$ cat src/rtl/n64_cmd_tx.sv
// rtl/n64_cmd_tx.sv - N64 joybus console command transmitter with receiver listen window.
// Optional N64_AUTO_POLL_EN adds a periodic internal 0x01 poll request.
module n64_cmd_tx #(
  parameter int CYC_PER_US = 4,
  parameter int LISTEN_US  = 160,
  parameter int POLL_US    = 16000
) (
  input  logic       clk_4M,
  input  logic       reset,
  input  logic       start,
  input  logic [7:0] cmd,
  output logic       dout,
  output logic       dout_oe,
  output logic       rx_enable,
  output logic       busy,
  output logic       cmd_done
);

  localparam int U          = (CYC_PER_US < 1) ? 1 : CYC_PER_US;
  localparam int BIT_CYC    = 4 * U;
  localparam int STOP_CYC   = 3 * U;
  localparam int LISTEN_CYC = LISTEN_US * U;
  localparam int PH_W       = $clog2(BIT_CYC);
  localparam int LS_W       = $clog2(LISTEN_CYC + 1);

  localparam logic [PH_W-1:0] PH_ONE       = PH_W'(1);
  localparam logic [PH_W-1:0] PH_U         = PH_W'(U);
  localparam logic [PH_W-1:0] PH_3U        = PH_W'(3 * U);
  localparam logic [PH_W-1:0] PH_BIT_LAST  = PH_W'(BIT_CYC - 1);
  localparam logic [PH_W-1:0] PH_STOP_LAST = PH_W'(STOP_CYC - 1);
  localparam logic [LS_W-1:0] LS_ONE       = LS_W'(1);
  localparam logic [LS_W-1:0] LS_DONE      = LS_W'(LISTEN_CYC);

  typedef enum logic [1:0] {S_IDLE, S_SEND, S_STOP, S_LISTEN} state_t;

  state_t          state_q, state_d;
  logic [PH_W-1:0] phase_q, phase_d;
  logic [LS_W-1:0] listen_q, listen_d;
  logic [2:0]      bit_idx_q, bit_idx_d;
  logic [7:0]      shreg_q, shreg_d;
  logic            dout_q, dout_d;
  logic            dout_oe_q, dout_oe_d;
  logic            rx_enable_q, rx_enable_d;
  logic            busy_q, busy_d;
  logic            cmd_done_q, cmd_done_d;
  logic            start_any;
  logic [7:0]      launch_cmd;

`ifdef N64_AUTO_POLL_EN
  localparam int POLL_CYC = POLL_US * U;
  localparam int PL_W     = (POLL_CYC > 1) ? $clog2(POLL_CYC) : 1;
  localparam logic [PL_W-1:0] PL_LAST = PL_W'(POLL_CYC - 1);
  localparam logic [PL_W-1:0] PL_ONE  = PL_W'(1);

  logic [PL_W-1:0] poll_q, poll_d;
  logic            pend_q, pend_d;
  logic            poll_tick, auto_req;

  // A tick that lands while busy is remembered and fired on the first IDLE cycle.
  always_comb begin
    poll_tick  = (poll_q == PL_LAST);
    poll_d     = poll_tick ? '0 : poll_q + PL_ONE;
    auto_req   = poll_tick | pend_q;
    start_any  = start | auto_req;
    launch_cmd = start ? cmd : 8'h01;
    pend_d     = (state_q == S_IDLE) ? 1'b0 : auto_req;
  end
`else
  logic unused_poll;
  assign unused_poll = (POLL_US > 0);
  always_comb begin
    start_any  = start;
    launch_cmd = cmd;
  end
`endif

  always_comb begin
    state_d   = state_q;
    phase_d   = phase_q;
    listen_d  = listen_q;
    bit_idx_d = bit_idx_q;
    shreg_d   = shreg_q;
    case (state_q)
      S_IDLE: begin
        if (start_any) begin
          state_d   = S_SEND;
          phase_d   = '0;
          bit_idx_d = 3'd7;
          shreg_d   = launch_cmd;
        end
      end
      S_SEND: begin
        if (phase_q == PH_BIT_LAST) begin
          phase_d = '0;
          if (bit_idx_q == 3'd0) begin
            state_d = S_STOP;
          end else begin
            bit_idx_d = bit_idx_q - 3'd1;
            shreg_d   = {shreg_q[6:0], 1'b0};
          end
        end else begin
          phase_d = phase_q + PH_ONE;
        end
      end
      S_STOP: begin
        if (phase_q == PH_STOP_LAST) begin
          state_d  = S_LISTEN;
          phase_d  = '0;
          listen_d = '0;
        end else begin
          phase_d = phase_q + PH_ONE;
        end
      end
      S_LISTEN: begin
        if (listen_q == LS_DONE) begin
          state_d  = S_IDLE;
          listen_d = '0;
        end else begin
          listen_d = listen_q + LS_ONE;
        end
      end
      default: state_d = S_IDLE;
    endcase

    // Outputs are decoded from the next state so they register in step with it.
    dout_d      = 1'b1;
    dout_oe_d   = 1'b0;
    rx_enable_d = 1'b0;
    busy_d      = 1'b0;
    cmd_done_d  = 1'b0;
    case (state_d)
      S_SEND: begin
        dout_oe_d = 1'b1;
        busy_d    = 1'b1;
        dout_d    = shreg_d[7] ? (phase_d >= PH_U) : (phase_d >= PH_3U);
      end
      S_STOP: begin
        dout_oe_d = 1'b1;
        busy_d    = 1'b1;
        dout_d    = (phase_d >= PH_U);
      end
      S_LISTEN: begin
        // The extra terminal count is the cmd_done cycle; start is still ignored there.
        if (listen_d == LS_DONE) begin
          cmd_done_d = 1'b1;
        end else begin
          rx_enable_d = 1'b1;
          busy_d      = 1'b1;
        end
      end
      default: ;
    endcase
  end

  always_ff @(posedge clk_4M) begin
    if (reset) begin
      state_q     <= S_IDLE;
      phase_q     <= '0;
      listen_q    <= '0;
      bit_idx_q   <= '0;
      shreg_q     <= '0;
      dout_q      <= 1'b1;
      dout_oe_q   <= 1'b0;
      rx_enable_q <= 1'b0;
      busy_q      <= 1'b0;
      cmd_done_q  <= 1'b0;
`ifdef N64_AUTO_POLL_EN
      poll_q      <= '0;
      pend_q      <= 1'b0;
`endif
    end else begin
      state_q     <= state_d;
      phase_q     <= phase_d;
      listen_q    <= listen_d;
      bit_idx_q   <= bit_idx_d;
      shreg_q     <= shreg_d;
      dout_q      <= dout_d;
      dout_oe_q   <= dout_oe_d;
      rx_enable_q <= rx_enable_d;
      busy_q      <= busy_d;
      cmd_done_q  <= cmd_done_d;
`ifdef N64_AUTO_POLL_EN
      poll_q      <= poll_d;
      pend_q      <= pend_d;
`endif
    end
  end

  assign dout      = dout_q;
  assign dout_oe   = dout_oe_q;
  assign rx_enable = rx_enable_q;
  assign busy      = busy_q;
  assign cmd_done  = cmd_done_q;

endmodule

$ cat config.mk
export PLATFORM = sky130hd
export DESIGN_NAME = n64_cmd_tx
export DESIGN_NICKNAME = d
export VERILOG_FILES = /design/src/rtl/n64_cmd_tx.sv
export SDC_FILE = /design/constraint.sdc
export NUM_CORES = 1
export LEC_CHECK = 0
export CORE_MARGIN = 1
export CORE_UTILIZATION = 54
export CTS_BUF_LIST = sky130_fd_sc_hd__clkbuf_8
export DETAILED_ROUTE_END_ITERATION = 10
export GPL_TIMING_DRIVEN = 0
export PLACE_DENSITY = 0.78
export SETUP_SLACK_MARGIN = 0.3
export SLEW_MARGIN = 20
export SYNTH_ARGS = -nofsm -noshare
export SYNTH_HDL_FRONTEND = slang
export SYNTH_SLANG_ARGS = --single-unit
export TNS_END_PERCENT = 100
$ cat constraint.sdc
create_clock -name clk_4M -period 2.5 [get_ports clk_4M]
set_clock_uncertainty 0.05 [all_clocks]
set_input_delay 0.625 -clock clk_4M [delete_from_list [all_inputs] [get_ports clk_4M]]
set_output_delay 0.625 -clock clk_4M [all_outputs]
set_load 0.02 [all_outputs]
# Word level (Yosys, flattened, before mapping)

Index checks and enable logic that the tools add are counted.

Memory bits (writable): 0
ROM bits: 0
Register bits: 32
Bits in latches: 0
Word-level logic and storage cells: 63
Memories kept: 0
Bits of input ports: 11

Shift operators: 0
Order comparisons: 2
Divide/modulo/power cells: 0
$mul: 0
Equality and inequality tests: 13
Bitwise logic cells: 1
$add $sub $neg: 3
Multiplexer cells: 27
Reduce and logical (&&, ||, !) cells: 6

Operator list:

| operator                                            | number |
|---|---|
| 2-to-1 mux 8 bit                                    | 3 |
| equality test 10 bit, second input constant         | 2 |
| 2-to-1 mux 10 bit                                   | 2 |
| case mux 10 bit (2 select lines)                    | 1 |
| case mux 8 bit (2 select lines)                     | 1 |
| 2-to-1 mux 4 bit                                    | 3 |
| case mux 4 bit (3 select lines)                     | 1 |
| adder 10 x 1 -> 10 bit, second input constant       | 1 |
| 2-to-1 mux 2 bit                                    | 5 |
| 2-to-1 mux 3 bit                                    | 3 |
| equality test 2 bit, second input constant          | 4 |
| equality test 4 bit, second input constant          | 2 |
| case mux 2 bit (4 select lines)                     | 1 |
| != test 2 bit, second input constant                | 3 |
| case mux 3 bit (2 select lines)                     | 1 |
| adder 4 x 1 -> 4 bit, second input constant         | 1 |
| equality test 2 x 1 -> 1 bit, second input constant | 2 |
| >= comparator 4 x 3 -> 1 bit, second input constant | 1 |
| >= comparator 4 bit, second input constant          | 1 |
| 2-to-1 mux 1 bit                                    | 4 |
| case mux 1 bit (2 select lines)                     | 2 |
| AND reduction 4 bit                                 | 1 |
| OR reduction 2 bit                                  | 2 |
| logical NOT 3 bit                                   | 1 |
| 4 further kinds                                     | 4 |

# Longest topological paths before layout

Gate-level depths: netlist of run 1.

Word-level depth: 7
Mapped depth: 11
Depth with buffers taken out: 11

# Worst setup path before layout of run 1

OpenSTA, ideal clock, no wires.

Kind: reg-to-reg
Start: register listen_q[0]
End: register busy_q, in the netlist busy
Arrival time: 2136 ps
Data required time: 2304 ps
Stages on the path, launching flop included: 11
Path slack: 168 ps
Cells stage by stage: dfxtp_1 inv_1 ha_1 nand4b_1 nor3_1 nand2_1 a22oi_1 inv_1 ha_1 nor4b_1 a2111oi_0

Word-level cells in the longest chain between the ends: 6
Elaborated cells between the ends (all ways): 14

RTL lines:

| element                                                             | line | source |
|---|---|---|
| from (decl)                                                         | 38   | `logic [LS_W-1:0] listen_q, listen_d;` |
| from (signal assigned)                                              | 174  | `listen_q <= listen_d;` |
| equality test 10 bit *                                              | 115  | `if (listen_q == LS_DONE) begin` |
| 2-to-1 mux 2 bit *                                                  | 115  |  |
| case mux 2 bit (4 select lines) *                                   | 83   | `case (state_q)` |
| named net state_d[1]                                                | 36   | `state_t state_q, state_d;` |
| equality test 2 bit or equality test 2 x 1 -> 1 bit (tied branches) | 131  | `case (state_d)` |
| OR reduction 2 bit (no source line)                                 | -    |  |
| case mux 1 bit (2 select lines) *                                   | 131  |  |
| to (signal assigned)                                                | 180  | `busy_q <= busy_d;` |
| to (decl)                                                           | 44   | `logic busy_q, busy_d;` |

The timed path passes the listed nets; every way through them passes the cells marked *.
A chain may end at the register's enable or synchronous reset.

# Worst setup path in the final report of run 1

Start: register listen_q[0]
End: register busy_q, in the netlist busy

Word-level cells in the longest chain between the ends: 6
Elaborated cells between the ends (all ways): 14

RTL lines:

| element                                                                             | line     | source |
|---|---|---|
| adder 10 x 1 -> 10 bit or equality test 10 bit (tied branches)                      | 119, 115 |  |
| 2-to-1 mux 10 bit or 2-to-1 mux 2 bit (tied branches)                               | 115      |  |
| case mux 10 bit (2 select lines) or case mux 2 bit (4 select lines) (tied branches) | 83       |  |
| equality test 10 bit, or another cell as far along                                  | 144      | `if (listen_d == LS_DONE) begin` |
| 2-to-1 mux 1 bit or OR reduction 2 bit (tied branches)                              | -        |  |
| case mux 1 bit (2 select lines) *                                                   | 131      |  |

Every way passes the cells marked *; elsewhere a longest branch is shown, timed or not.

==> impl_metrics.yaml, run 1 <==
outcome:
  status: "completed"
die:
  dieWidth_um: 60.1
  ios: 16
  die-area_mm2: 0.00361
  coreArea_mm2: 0.00313
  initial_utilization_pct: 58.3
  rows: 20
  fp.dieH_um: 60.1
worst_setup_path:
  endpoint: "busy"
  critPathCaptureType: "flop"
  path_max_fanout: 6
  critPathArrivalTime_ps: 2320
  critPathLaunchType: "flop"
  crit_required_ps: 2600
  critPathKind: "flop to flop"
  r2r-start: "listen_q[0]"
  rrSetupSlack_ps: 280
  reg2reg_to: "busy"
  crit_start: "listen_q[0]"
  worstRegToRegCells: 8
clock_network:
  numCtsBuffers: 5
  postCtsHoldBufs: 0
  cts_root_buf: "clkbuf_8"
  clockBufferDepth: 2
  clock_latency_ps: 280
  cts.sinks: 32
  cts_tree: "built"
  clkSlewWorstSetupHoldPaths_ps: 60
  cts_htree_levels: 2
timing:
  slew_violations: 0
  worst_slew_pin_slew_ps: 544
  layout_setup_ws_ps: 282
  setup_viol: 0
  hold_viol_final: 0
  fin_crit_sh_pct: 88.7
  rsz0062_at_grt: "yes"
  layout_min_cycle_time_ps: 2220
  clock.fmax_mhz: 451
  slew_headroom_pct: 63.3
cells_and_area:
  drive_gt1_share_pct: 23.3
  antenna_cells: 0
  post-route-util_pct: 76.0
  area_delta_synth_final_pct: 30.3
  register_area_um2: 654
  multi_input_area_mm2: 0.00120
  final_cells: 306
  final.fill_count: 217
  layout.nets: 281
route:
  via_count: 1809
  drcViolationCount: 0
  vias_per_cell: 5.91
  wl_um: 4590
  drtPass1Iterations: 5
  drt_iter0_markers: 134
  wl_per_cell_um: 15.0
  ant_nets: 0
synth:
  synth_area_mm2: 0.00182
  yosysMostFrequentCell: "dfxtp_1"
  yosysWarnings: 0
  synthFlopType: "dfxtp_1"
  syn_nets: 243
  syn_avg_cell_area_um2: 8.17
  synth_top_area_share_pct: 35.1
  syn_inst: 223
  yosys-top-cells-count: "dfxtp_1 (32), nor2_1 (28), nand2_1 (19), a21oi_1 (16), o21ai_0 (11)"
  ys_seq_elements: 32
  synth_edf_count: 0
  synth_seq_area_share_pct: 35.1
  yosys-top-cells-area: "dfxtp_1 (35%), ha_1 (6.2%), nor2_1 (5.8%)"
  synthArstFlopShare_pct: 0
  yosysTopAreaCell: "dfxtp_1"
  synth_cell_type_count: 52
grt:
  antenna_found_initial: 0
  grt_max_degree: 11
  grt.total_usage_pct: 27.3
  grt_overflow: 0
  grt_pass1_vias: 1532
  grt_pass1_wl_um: 7130
hold_path:
  hp-class: "flop to flop"
place:
  dp_hpwl_um: 2920
  place.gp.congestion: 0.917
  post-place-ws_ps: -52.5
  dp.cells: 282
  port_buffers: 15
pwr:
  ir_worst_vdd_mv: 0.313
  p_leak_nw: 0.865
  power.total_mw: 1.04
  powerDensity_mw_per_mm2: 438
flow_run:
  cap_violations: 0
worst min-delay path by stage:
stage / cells past startpoint / slack (ps) / to / startpoint
2_1_floorplan: 2 / 390 / shreg_q[6] / shreg_q[6]
5_1_grt: 2 / 430 / shreg_q[5] / shreg_q[5]
3_5_place_dp: 2 / 400 / shreg_q[4] / shreg_q[4]
3_3_place_gp: 2 / 400 / shreg_q[1] / shreg_q[1]
4_1_cts: 2 / 410 / shreg_q[2] / shreg_q[2]
6_report: 2 / 410 / shreg_q[2] / shreg_q[2]
sequential cells by signal, indices dropped and copies added, names as in the netlist, named ones only:
signal and count:
dout_oe 1, rx_enable 1, phase_q 3, cmd_done 1, busy 1, bit_idx_q 3, state_q 2, listen_q 10
shreg_q 8, dout 1
worst max-delay path, stage by stage (launching register included):
cell	delay (ps)
dfxtp_4	350
buf_4	150
ha_1	260
nand2_1	170
nor3_1	100
o41ai_1	430
nand2_1	140
nor4b_2	320
a2111oi_2	100
layout by cell type, fill, tap and decap left out, types with 6 or more instances in the layout:
cell,Yosys,layout
clkdlybuf4s50_1,0,15
nor3_1,7,6
o21ai_0,11,8
nor2_1,28,25
a21oi_1,16,16
inv_1,8,6
nand2_1,19,18
buf_4,1,17
dfxtp_1,32,27
clkbuf_8,0,6
nand3_1,9,8
a22oi_1,9,8
layout make-up:
cell class | count | share of cell area, %
clock buffer | 6 | 3.48
inverter | 8 | 1.47
multi-input combinational | 171 | 50.5
clock inverter | 2 | 0.316
tap | 44 | 2.32
sequential | 32 | 27.5
buffer | 12 | 2.84
timing repair buffer | 31 | 11.5
per-stage QoR:
stage	setup TNS (ps)	instance area [um2]	hold slack, ps
finish	0	2380	406
global route	0	2380	427
CTS	0	2260	410
detailed placement	-58.8	2060	401
global placement	-23.4	2060	396
floorplan	0	1860	387
metal layers:
| metal | up-vias | GRT usage, % | wire length (um) |
|---|---|---|---|
| li1 | 886 | - | - |
| met3 | 14 | 5.41 | 266 |
| met5 | - | 0 | 0 |
| met1 | 834 | 37.3 | 2050 |
| met4 | 0 | 14.6 | 136 |
| met2 | 75 | 39.9 | 2140 |
logic make-up (layout without fill, tap and decap cells):
logic type / Yosys count / in the layout / share of synthesized area (%)
XOR/XNOR: 3 / 3 / 1.44
flip-flops: 32 / 32 / 35.1
AO/OA/AOI/OAI: 65 / 65 / 25.1
adder cells (fa/ha/maj): 9 / 9 / 6.18
AND/OR/NAND/NOR: 93 / 93 / 26.6
buffers and inverters: 20 / 59 / 4.94
multiplexers: 1 / 1 / 0.618
repair_timing:
action / 4_1_cts / 5_1_grt
resized for setup: 16 / 23
endpoints found under the setup margin: 5 / 8
setup buffers: 9 / 7
pin swaps: 7 / 9
cloned: 0 / 0
report_power, final:
group          switching [mW]  total [mW]  internal (mW)  leakage [nW]
clock network           0.183       0.399          0.216        0.0538
logic                  0.0566       0.106         0.0495         0.547
registers              0.0106       0.535          0.525         0.265
total                   0.250        1.04          0.790         0.865
No activity file was read; power rests on OpenSTA's default activity.
==> run 2, diff against run 1 <==
--- a/config.mk
+++ b/config.mk
@@ -5,6 +5,7 @@
 export SDC_FILE = /design/constraint.sdc
 export NUM_CORES = 1
 export LEC_CHECK = 0
+export ABC_AREA = 1
 export CORE_MARGIN = 1
 export CORE_UTILIZATION = 54
 export CTS_BUF_LIST = sky130_fd_sc_hd__clkbuf_8
==> impl_metrics.yaml, run 2 <==
outcome:
  status: "completed"
cells_and_area:
  largest_register: "listen_q"
  mostFrequentLayoutCells: "nand2_1 (62), inv_1 (29), dfxtp_1 (29)"
  antenna_cells: 0
  layout.nets: 311
  final_common_cell: "nand2_1"
  largest_reg_flops: 10
  area_delta_synth_final_pct: 17.4
  drive_gt1_share_pct: 20.5
  top_regs: "listen_q x10, shreg_q x8"
worst_setup_path:
  crit_required_ps: 2680
  critPathKind: "flop to flop"
  critPathLaunchType: "flop"
  cp_slowest_cell: "dfxtp_4"
  rrSetupSlack_ps: 490
  path_cells: "inv_1 > ha_1 > inv_1 > nor2_1 > nand3_1 > nor2_1 > nor2_1 > inv_1 > a21oi_2 > inv_2 > ha_1 > or2_2 > a21oi_2"
  critPathCaptureType: "flop"
  critPathArrivalTime_ps: 2190
  path_max_fanout: 4
  critPathMaxStageDelay_ps: 360
synth:
  yosys-top-cells-count: "nand2_1 (62), dfxtp_1 (32), inv_1 (29), nor2_1 (28), nand3_1 (19)"
  synth_seq_area_share_pct: 33.7
  synthFlopType: "dfxtp_1"
  synth_compound_area_share_pct: 13.5
  synth_mux_area_share_pct: 0
  syn_nets: 288
  yosysTopAreaCell: "dfxtp_1"
  synth-simple-area-share_pct: 38.7
  synth_fa_ha_area_share_pct: 5.92
  syn_inst: 268
  synth-xor-area-share_pct: 0
  synth_top_family_by_area: "simple AND/OR/NAND/NOR gates"
  synth_top_area_share_pct: 33.7
  yosys-top-cells-area: "dfxtp_1 (34%), nand2_1 (12%), ha_1 (5.9%)"
  yosysMostFrequentCell: "nand2_1"
  synth_area_mm2: 0.00190
  synth_edf_count: 0
  syn_avg_cell_area_um2: 7.09
  yosysWarnings: 0
  synthArstFlopShare_pct: 0
  synth_cell_type_count: 29
  ys_seq_elements: 32
timing:
  hold_viol_final: 0
  rsz0062_at_grt: "no"
  fin_setup_tns_ps: 0
  clock.fmax_mhz: 497
  setup_viol: 0
  fin_crit_sh_pct: 80.5
  slew_headroom_pct: 63.0
  worst_slew_pin_slew_ps: 554
  layout_min_cycle_time_ps: 2010
  slew_violations: 0
  hold_ws_ps: 402
route:
  via_count: 1754
  wl_um: 3820
  drt_iter0_markers: 74
  ant_nets: 0
  drtPass1Iterations: 4
  drcViolationCount: 0
  wl_per_cell_um: 11.3
  vias_per_cell: 5.19
pwr:
  powerDensity_mw_per_mm2: 474
  p_leak_nw: 0.895
  power_frac_seq_pct: 51.2
  power.total_mw: 1.06
  switching_share_pct: 24.8
  p_clk_share_pct: 38.7
  power.switching_mw: 0.262
  intPower_mw: 0.795
  ir_worst_vdd_mv: 0.430
  combPwrFrac_pct: 10.1
grt:
  grt_overflow: 0
  antenna_found_initial: 0
  grt_max_degree: 11
  grt_pass1_vias: 1455
  grt_pass1_wl_um: 6430
  grt.total_usage_pct: 23.7
clock_network:
  cts_tree: "built"
  clockBufferDepth: 2
  cts_root_buf: "clkbuf_8"
  clkSlewWorstSetupHoldPaths_ps: 70
  cts_htree_levels: 2
  clock_latency_ps: 280
  numCtsBuffers: 5
  cts.sinks: 32
die:
  fp.dieH_um: 61.3
  initial_utilization_pct: 56.5
  rows: 21
  ios: 16
  dieWidth_um: 61.3
  die-area_mm2: 0.00376
  coreArea_mm2: 0.00336
hold_path:
  hp-class: "flop to flop"
place:
  port_buffers: 15
  dp_hpwl_um: 2910
  place.gp.congestion: 0.870
flow_run:
  cap_violations: 0
[run 2: changes by cell type in the layout (fill, tap and decap cells not counted), moves of 5 or more]
| cell | delta |
|---|---|
| a22oi_1 | -6 |
| buf_4 | -16 |
| inv_2 | +5 |
| nor2b_1 | -5 |
| nand3_2 | +5 |
| nand3_1 | +11 |
| nand2_1 | +44 |
| nand2_2 | +9 |
| a31oi_1 | +7 |
| inv_1 | +23 |
[run 2: layout make-up]
| type | instances | area [um2] |
|---|---|---|
| Buffer | 3 | 11.3 |
| Clock buffer | 6 | 82.6 |
| Clock inverter | 2 | 11.3 |
| Fill cell | 325 | 1130 |
| Inverter | 37 | 144 |
| Multi-Input combinational cell | 196 | 1120 |
| Sequential cell | 32 | 647 |
| Tap cell | 46 | 57.6 |
| Timing Repair Buffer | 16 | 158 |
[run 2: power by group through the flow]
stage,Clock [mW],Sequential (mW),Combinational (mW)
after global routing,0.442,0.544,0.120
after detailed placement,0,0.552,0.104
final,0.409,0.541,0.107
after floorplan,0,0.555,0.0618
after global placement,0,0.552,0.102
after CTS,0.414,0.541,0.104
[run 2: worst max-delay path, delay by kind of cell (launching register included)]
| family | cells | cell delay [ps] |
|---|---|---|
| buffers and inverters | 4 | 280 |
| AND/OR/NAND/NOR | 5 | 560 |
| flip-flops | 1 | 360 |
| AO/OA/AOI/OAI | 2 | 300 |
| adder cells (fa/ha/maj) | 2 | 390 |
[run 2: per-layer routing]
| metal | global-route usage, % | part of all wire [%] |
|---|---|---|
| met4 | 7.47 | 1.5 |
| met1 | 31.9 | 50 |
| met2 | 37.1 | 45 |
| met5 | 0 | 0 |
| met3 | 6.30 | 3.5 |
[run 2: final timing paths]
path	start	to	depth (start not counted)
worst max-delay path	listen_q[0]	busy	13
worst max register to register	listen_q[0]	busy	13
worst min register to register	bit_idx_q[0]	bit_idx_q[0]	1
worst min-delay path	bit_idx_q[0]	bit_idx_q[0]	1
[run 2: cell families (layout without fill, tap and decap cells)]
| kind of cell | Yosys count | count (layout) |
|---|---|---|
| and+or+nand+nor | 147 | 147 |
| AOI/OAI and AO/OA | 40 | 40 |
| buffers and inverters | 40 | 64 |
| DFF | 32 | 32 |
| adders and majority gates | 9 | 9 |
[run 2: repair_timing]
| item | 4_1_cts | 5_1_grt |
|---|---|---|
| setup endpoints to repair | 0 | 4 |
| gates resized for setup | 0 | 8 |
| buffers inserted | 0 | 1 |
| hold buffers | 0 | 0 |
[run 2: metrics by stage]
step,instances,setup slack (ps),instance area (um2),utilization (%)
2_1_floorplan,268,562,1900,-
3_3_place_gp,329,239,2110,62.7
3_5_place_dp,329,221,2110,62.7
4_1_cts,337,344,2200,65.5
5_1_grt,338,311,2230,66.4
6_report,338,487,2230,66.4
